$ cat src/rtl/tick_sched_pkg.sv
// tick_sched_pkg: FSM state encoding, rate-code constants and config-bus default width for tick_sched
package tick_sched_pkg;
  typedef enum logic [1:0] {IDLE, LOAD, RUN, SWITCH} state_t;
  localparam logic [1:0] RATE_0 = 2'd0;
  localparam logic [1:0] RATE_1 = 2'd1;
  localparam logic [1:0] RATE_2 = 2'd2;
  localparam logic [1:0] RATE_3 = 2'd3;
  localparam int NB_SW_DEF = 3;
endpackage

$ cat src/rtl/tick_sched_rr_arbiter.sv
// rr_arbiter: combinational round-robin pick; req = request vector, start = first index searched,
// grant = one-hot winner (zero when no request), idx = winner index
module rr_arbiter #(
  parameter int N_REQ = 4,
  parameter int IW    = 2
) (
  input  logic [N_REQ-1:0] req,
  input  logic [IW-1:0]    start,
  output logic [N_REQ-1:0] grant,
  output logic [IW-1:0]    idx
);
  logic [IW-1:0] j;
  logic          hit;
  always_comb begin
    grant = '0;
    idx   = '0;
    j     = '0;
    hit   = 1'b0;
    for (int i = 0; i < N_REQ; i++) begin
      j = IW'((int'(start) + i) % N_REQ);
      if (!hit && req[j]) begin
        hit = 1'b1;
        idx = j;
      end
    end
    grant[idx] = hit;
  end
endmodule

$ cat src/rtl/tick_sched.sv
// tick_sched: grants one requester at a time a quantum of rate-counter ticks, round-robin.
// Ports: clock; i_reset_n (sync, active-low); i_req level requests; i_rate 2-bit rate per requester;
// i_tick counter pulse; o_sw counter config {rate, enable}; o_cnt_clr counter clear; o_grant one-hot owner;
// o_tick forwarded tick; o_busy not idle; o_drop_cnt saturating dropped-tick count (TICK_SCHED_STATS_EN only).
module tick_sched
  import tick_sched_pkg::*;
#(
  parameter int NB_SW   = NB_SW_DEF,
  parameter int N_REQ   = 4,
  parameter int QUANTUM = 8
) (
  input  logic               clock,
  input  logic               i_reset_n,
  input  logic [N_REQ-1:0]   i_req,
  input  logic [2*N_REQ-1:0] i_rate,
  input  logic               i_tick,
  output logic [NB_SW-1:0]   o_sw,
  output logic               o_cnt_clr,
  output logic [N_REQ-1:0]   o_grant,
  output logic [N_REQ-1:0]   o_tick,
  output logic               o_busy
`ifdef TICK_SCHED_STATS_EN
  ,
  output logic [15:0]        o_drop_cnt
`endif
);
  localparam int IW = N_REQ > 1 ? $clog2(N_REQ) : 1;
  localparam int CW = $clog2(QUANTUM + 1);
  state_t           state;
  logic [IW-1:0]    ptr;
  logic [IW-1:0]    win_idx;
  logic [N_REQ-1:0] win;
  logic [1:0]       rate;
  logic [1:0]       win_rate;
  logic             en;
  logic             own_req;
  logic [CW-1:0]    cnt;
  rr_arbiter #(.N_REQ(N_REQ), .IW(IW)) u_arb (
    .req   (i_req),
    .start (ptr),
    .grant (win),
    .idx   (win_idx)
  );
  // o_grant is one-hot in RUN, so this is the owner's own request bit
  assign own_req = |(i_req & o_grant);
  assign o_sw    = NB_SW'({rate, en});
  always_comb begin
    win_rate = RATE_0;
    for (int k = 0; k < N_REQ; k++) win_rate = win[k] ? i_rate[2*k +: 2] : win_rate;
  end
  always_ff @(posedge clock) begin
    if (!i_reset_n) begin
      state     <= IDLE;
      rate      <= RATE_0;
      en        <= 1'b0;
      o_cnt_clr <= 1'b1;
      o_grant   <= '0;
      o_tick    <= '0;
      o_busy    <= 1'b0;
      ptr       <= '0;
      cnt       <= '0;
    end else begin
      o_tick <= '0;
      case (state)
        // SWITCH re-arbitrates exactly like IDLE; a sole requester is simply granted again
        IDLE, SWITCH: begin
          state     <= |i_req ? LOAD : IDLE;
          o_grant   <= win;
          rate      <= |i_req ? win_rate : RATE_0;
          en        <= 1'b0;
          o_cnt_clr <= 1'b1;
          o_busy    <= |i_req;
          cnt       <= '0;
          if (|i_req) ptr <= (win_idx == IW'(N_REQ - 1)) ? '0 : win_idx + 1'b1;
        end
        LOAD: begin
          state     <= RUN;
          en        <= 1'b1;
          o_cnt_clr <= 1'b0;
        end
        RUN: begin
          if (!own_req || (i_tick && cnt == CW'(QUANTUM - 1))) begin
            state   <= SWITCH;
            en      <= 1'b0;
            o_grant <= '0;
          end
          if (own_req && i_tick) begin
            o_tick <= o_grant;
            cnt    <= cnt + 1'b1;
          end
        end
        default: state <= IDLE;
      endcase
    end
  end
`ifdef TICK_SCHED_STATS_EN
  // every tick not forwarded to a live owner in RUN counts as dropped
  always_ff @(posedge clock) begin
    if (!i_reset_n) o_drop_cnt <= '0;
    else if (i_tick && !(state == RUN && own_req) && o_drop_cnt != 16'hFFFF) o_drop_cnt <= o_drop_cnt + 1'b1;
  end
`endif
endmodule

$ cat config.mk
export PLATFORM = sky130hd
export DESIGN_NAME = tick_sched
export DESIGN_NICKNAME = d
export VERILOG_FILES = /design/src/rtl/tick_sched_pkg.sv /design/src/rtl/tick_sched_rr_arbiter.sv /design/src/rtl/tick_sched.sv
export SDC_FILE = /design/constraint.sdc
export NUM_CORES = 1
export LEC_CHECK = 0
export BUFFER_PORTS_ARGS = -buffer_cell sky130_fd_sc_hd__buf_2
export CORE_ASPECT_RATIO = 0.75
export CORE_MARGIN = 2
export CORE_UTILIZATION = 52
export DETAILED_ROUTE_END_ITERATION = 12
export HOLD_SLACK_MARGIN = 0.03
export MAX_ROUTING_LAYER = met4
export PLACE_DENSITY = 0.87
export RECOVER_POWER = 100
export SKIP_CTS_REPAIR_TIMING = 1
export SLEW_MARGIN = 10
export SYNTH_ARGS = -nofsm -noshare
export SYNTH_HDL_FRONTEND = slang
export SYNTH_SLANG_ARGS = --single-unit
$ cat constraint.sdc
create_clock -name clock -period 2.1 [get_ports clock]
set_input_delay 0.105 -clock clock [delete_from_list [all_inputs] [get_ports clock]]
set_output_delay 0.105 -clock clock [all_outputs]
set_load 0.05 [all_outputs]
# == After elaboration in Yosys (flattened, before gate mapping) ==
# Cells that the tools add are included.
# Widths: inputs -> output; s select.
# totals
reg_bits,21
latchBits,0
mem_bits_rw,0
romBits,0
out_inout_bits,13
mem_count,0
# classes
n_addsub,5
n_mul,0
n_div,0
order_cmp,6
n_eq_ne,7
shifts,0
n_mux,34
n_bitwise,2
reduce_logical,21
# op_table
operator,count
$mux 2,11
$pmux 4 s2,2
$lt 2x3->1 const B,5
$mux 1,11
$and 4x4->4,2
$bmux 1 s2,4
$mux 4,2
$reduce_or 4->1,2
$eq 2x2->1 const B,3
$logic_and 1x1->1,6
$pmux 2 s3,1
$reduce_and 2->1,3
$add 2x1->2 const B,2
$add 2x2->2 const B,2
$add 4x1->4 const B,1
$eq 4x3->1 const B,1
$logic_not 1->1,4
$ne 2x2->1 const B,2
$reduce_bool 2->1,2
$pmux 1 s3,1
$reduce_and 3->1,1
$demux 1 s2,1
$eq 2x1->1 const B,1
$ge 2x1->1 const B,1
4 further kinds,4

# == Longest topological paths before layout ==
# logic_depth
ltp_word,22
depth_mapped,9
depth_no_buf,9

# == Hierarchy ==
# A second synthesis with hierarchy kept.
# unflattened
hier_cells,141
hier_area_um2,1199.9
# by_module_without_submodules
mod,n_inst,cells_each,area_each_um2,seq_area_each_um2
tick_sched,1,111,1014.7,420.4
rr_arbiter,1,30,185.2,0.0

# == Least setup slack after synthesis ==
# OpenSTA, ideal clock, no wires.
# synth_timing
path_kind,register -> register
from,register ptr[0]
to,register rate[0]
t_arrival_ns,1.524
path_slack_ns,0.456
path_stages_with_launch,10
n_path_buf,0
cell_sequence,dfxtp_1 > nand2b_1 > a21oi_1 > a211oi_1 > inv_1 > ha_1 > a21oi_1 > o21ai_0 > nand2_1 > a21oi_1
# synth_between
elab_chain_cells,22
# synth_rtl
item,line_no,text
"start, declared",tick_sched.sv:30,logic [IW-1:0] ptr;
"start signal, assigned",tick_sched.sv:74,if (|i_req) ptr <= (win_idx == IW'(N_REQ - 1)) ? '0 : win_idx + 1'b1;
"parallel branches: the longest is 16 deep, another holds $lt 2x3->1",-,
$and 4x4->4 (no line) (*),-,
$mux 2 (3 in series),tick_sched.sv:49,for (int k = 0; k < N_REQ; k++) win_rate = win[k] ? i_rate[2*k +: 2] : win_rate;
$mux 2 (*),tick_sched.sv:49,
$mux 2 (*),tick_sched.sv:69,rate <= |i_req ? win_rate : RATE_0;
"end signal, assigned",tick_sched.sv:69,
"end, declared",tick_sched.sv:33,logic [1:0] rate;
# Every way passes the cells marked *. The select of a mux whose other input is x is not followed.
# A chain may end at the register's enable or synchronous reset.

# == Worst setup path after layout ==
# Ends and elaborated chain as after synthesis.

==> reports/qor.yml <==
yosysWarnings: 0
drive_gt1_share_pct: 13.8
cts_sinks: 21
drv_cap: 0
setup_viol: 0
clk_latency_ns: 0.30
synth_top_flop_cell: "dfxtp_1"
period_minus_slack_ns: 1.91
syn_area_um2: 1140
synthMuxAreaShare_pct: 0.881
report.power.total_uw: 1600
status: "finished, final reports clean"
synth-compound-area-share_pct: 27.6
dp.cells: 179
max-slew-margin-rel_pct: 56.7
synth_top_family_by_area: "compound AO/OA/AOI/OAI gates"
antenna_found_initial: 0
instances_no_fill: 183
end_kind: "register"
ios: 28
cp_max_fo: 5
synth_xor_area_share_pct: 0
cts_buffer_depth: 2
worst_pin_slew_ns: 0.648
ant_nets: 0
h-tree-depth: 1
drtIter0Drc: 48
hold_violations: 0
peakVddDrop_v: 0.000968
synthSimpleGateAreaFrac_pct: 20.2
gp_congestion: 0.833
initial_core_util_pct: 55.9
antenna_cells: 0
drc: 0
finalCritPeriodShare_pct: 90.8
die-height_um: 44.5
async_reset_ff_share_pct: 0
dp_hpwl_mm: 1.94
leakage_uw: 0.000565
power_density_nw_per_um2: 1260
path_class: "register to register"
die-area_um2: 2580
synth_edf_count: 0
rows: 14
ys_ff_latch: 21
synth_fa_ha_area_share_pct: 8.81
nNetsFinal: 183
cts_tree: "built"
grt_pass1_wl_mm: 4.22
yosysSeqAreaShare_pct: 37.0
synthDistinctLibCells: 30
arrival_ns: 2.11
grt_max_degree: 25
min_path_type: "input port to register"
root_buffer: "clkbuf_4"
via_per_inst: 5.48
wire_per_inst_um: 13.7
cp-start-kind: "register"
vias: 1003
cp_data_required_time_ns: 2.30
grt_util_all_layers_pct: 22.3
port_buffers: 27
grt.overflow.total: 0
setup_tns_ns: 0
syn_nets: 155
grt_pass1_vias: 942
firstDrtPassIters: 4
cts_made_buffers: 3
core_um2: 2030
fin_skew_ns: 0.00203
grt_setup_unrepaired: "false"
syn_area_per_cell_um2: 8.61
wl_mm: 2.51
timing.fmax_mhz: 524
netlist_instances: 132
die_w_um: 58.0
clkTransAtPathRegs_ns: 0.11
whs_ns: 0.104
area_growth_pct: 11.2
drv_slew: 0
==> synthesized netlist by cell type (2+ instances only) <==
cell,instances,area (µm²)
nor2b_1,4,25.0
nor2_1,3,11.3
ha_1,8,100
dfxtp_1,21,420
o21ai_1,6,30.0
a22oi_4,2,42.5
a21boi_1,6,45.0
inv_1,9,33.8
nand3_1,4,20.0
o22ai_1,3,18.8
o21ai_0,7,35.0
and3_1,4,25.0
buf_4,2,15.0
nand2b_1,6,37.5
a21oi_1,13,65.1
nand2_1,20,75.1
==> logic make-up after synthesis <==
kind of cell / count (synthesis)
AOI/OAI and AO/OA: 44
and+or+nand+nor: 45
buffers and inverters: 13
adders and majority gates: 8
muxes: 1
DFF: 21
==> per-stage QoR <==
stage	util (%)	worst slack [ns]	area [µm²]
after detailed placement	62.6	0.233	1270
final	62.2	0.193	1260
after floorplan	-	0.456	1140
after global routing	62.2	0.0132	1260
after global placement	62.6	0.361	1270
after CTS	63.9	0.210	1300
==> cell usage in the layout (no fill, tap or decap), types with 2 or more instances in the layout <==
cell type,instances
and3_1,4
nor2_1,3
a22oi_4,2
nand2_1,20
a21oi_1,14
nor2b_1,4
buf_2,14
nand2b_1,6
clkbuf_1,14
o22ai_1,3
a21boi_0,2
inv_1,9
dfxtp_1,21
ha_1,8
clkbuf_4,3
nand3_1,4
o21ai_0,12
a21boi_1,4
==> path summary, 6_finish.rpt <==
check / cells past startpoint / to / slack [ns] / startpoint
max: 9 / rate[0] / 0.19 / ptr[0]
min: 3 / rate[1] / 0.10 / i_rate[7]
max reg2reg: 9 / rate[0] / 0.19 / ptr[0]
min reg2reg: 2 / en / 0.46 / en
==> state kept, by name, indices dropped and copies added (netlist names) <==
name	count
o_cnt_clr	1
ptr	2
en	1
o_grant	4
state	2
cnt	4
o_tick	4
rate	2
o_busy	1
==> per-layer routing <==
layer | global-route usage, % | wire length, µm | share of wire (%) | vias up
li1 | - | - | - | 514
met1 | 27.1 | 1120 | 45 | 455
met2 | 37.3 | 1210 | 48 | 32
met3 | 6.43 | 162 | 6.5 | 2
met4 | 4.19 | 12 | 0.48 | 0
met5 | - | 0 | 0 | -
==> worst max-delay path: stages (launching register included) <==
cell,delay [ns]
dfxtp_1,0.38
nand2b_1,0.13
a21oi_1,0.06
a211oi_1,0.43
inv_1,0.14
ha_1,0.29
a21oi_1,0.14
o21ai_0,0.10
nand2_1,0.07
a21oi_1,0.06
==> report_power, final <==
group / total (µW) / leakage [µW] / internal [µW] / switching, µW
clock: 195 / 0.0000150 / 74.0 / 121
combinational: 822 / 0.000378 / 247 / 575
sequential: 581 / 0.000172 / 495 / 86.3
==> area by class of cell <==
class | instances | area (µm²)
multi-input combinational | 98 | 634
clock buffer | 4 | 26.3
tap | 24 | 30.0
timing repair buffer | 27 | 119
fill | 188 | 768
sequential | 21 | 420
inverter | 9 | 33.8
Power figures use the tool's default switching activity.
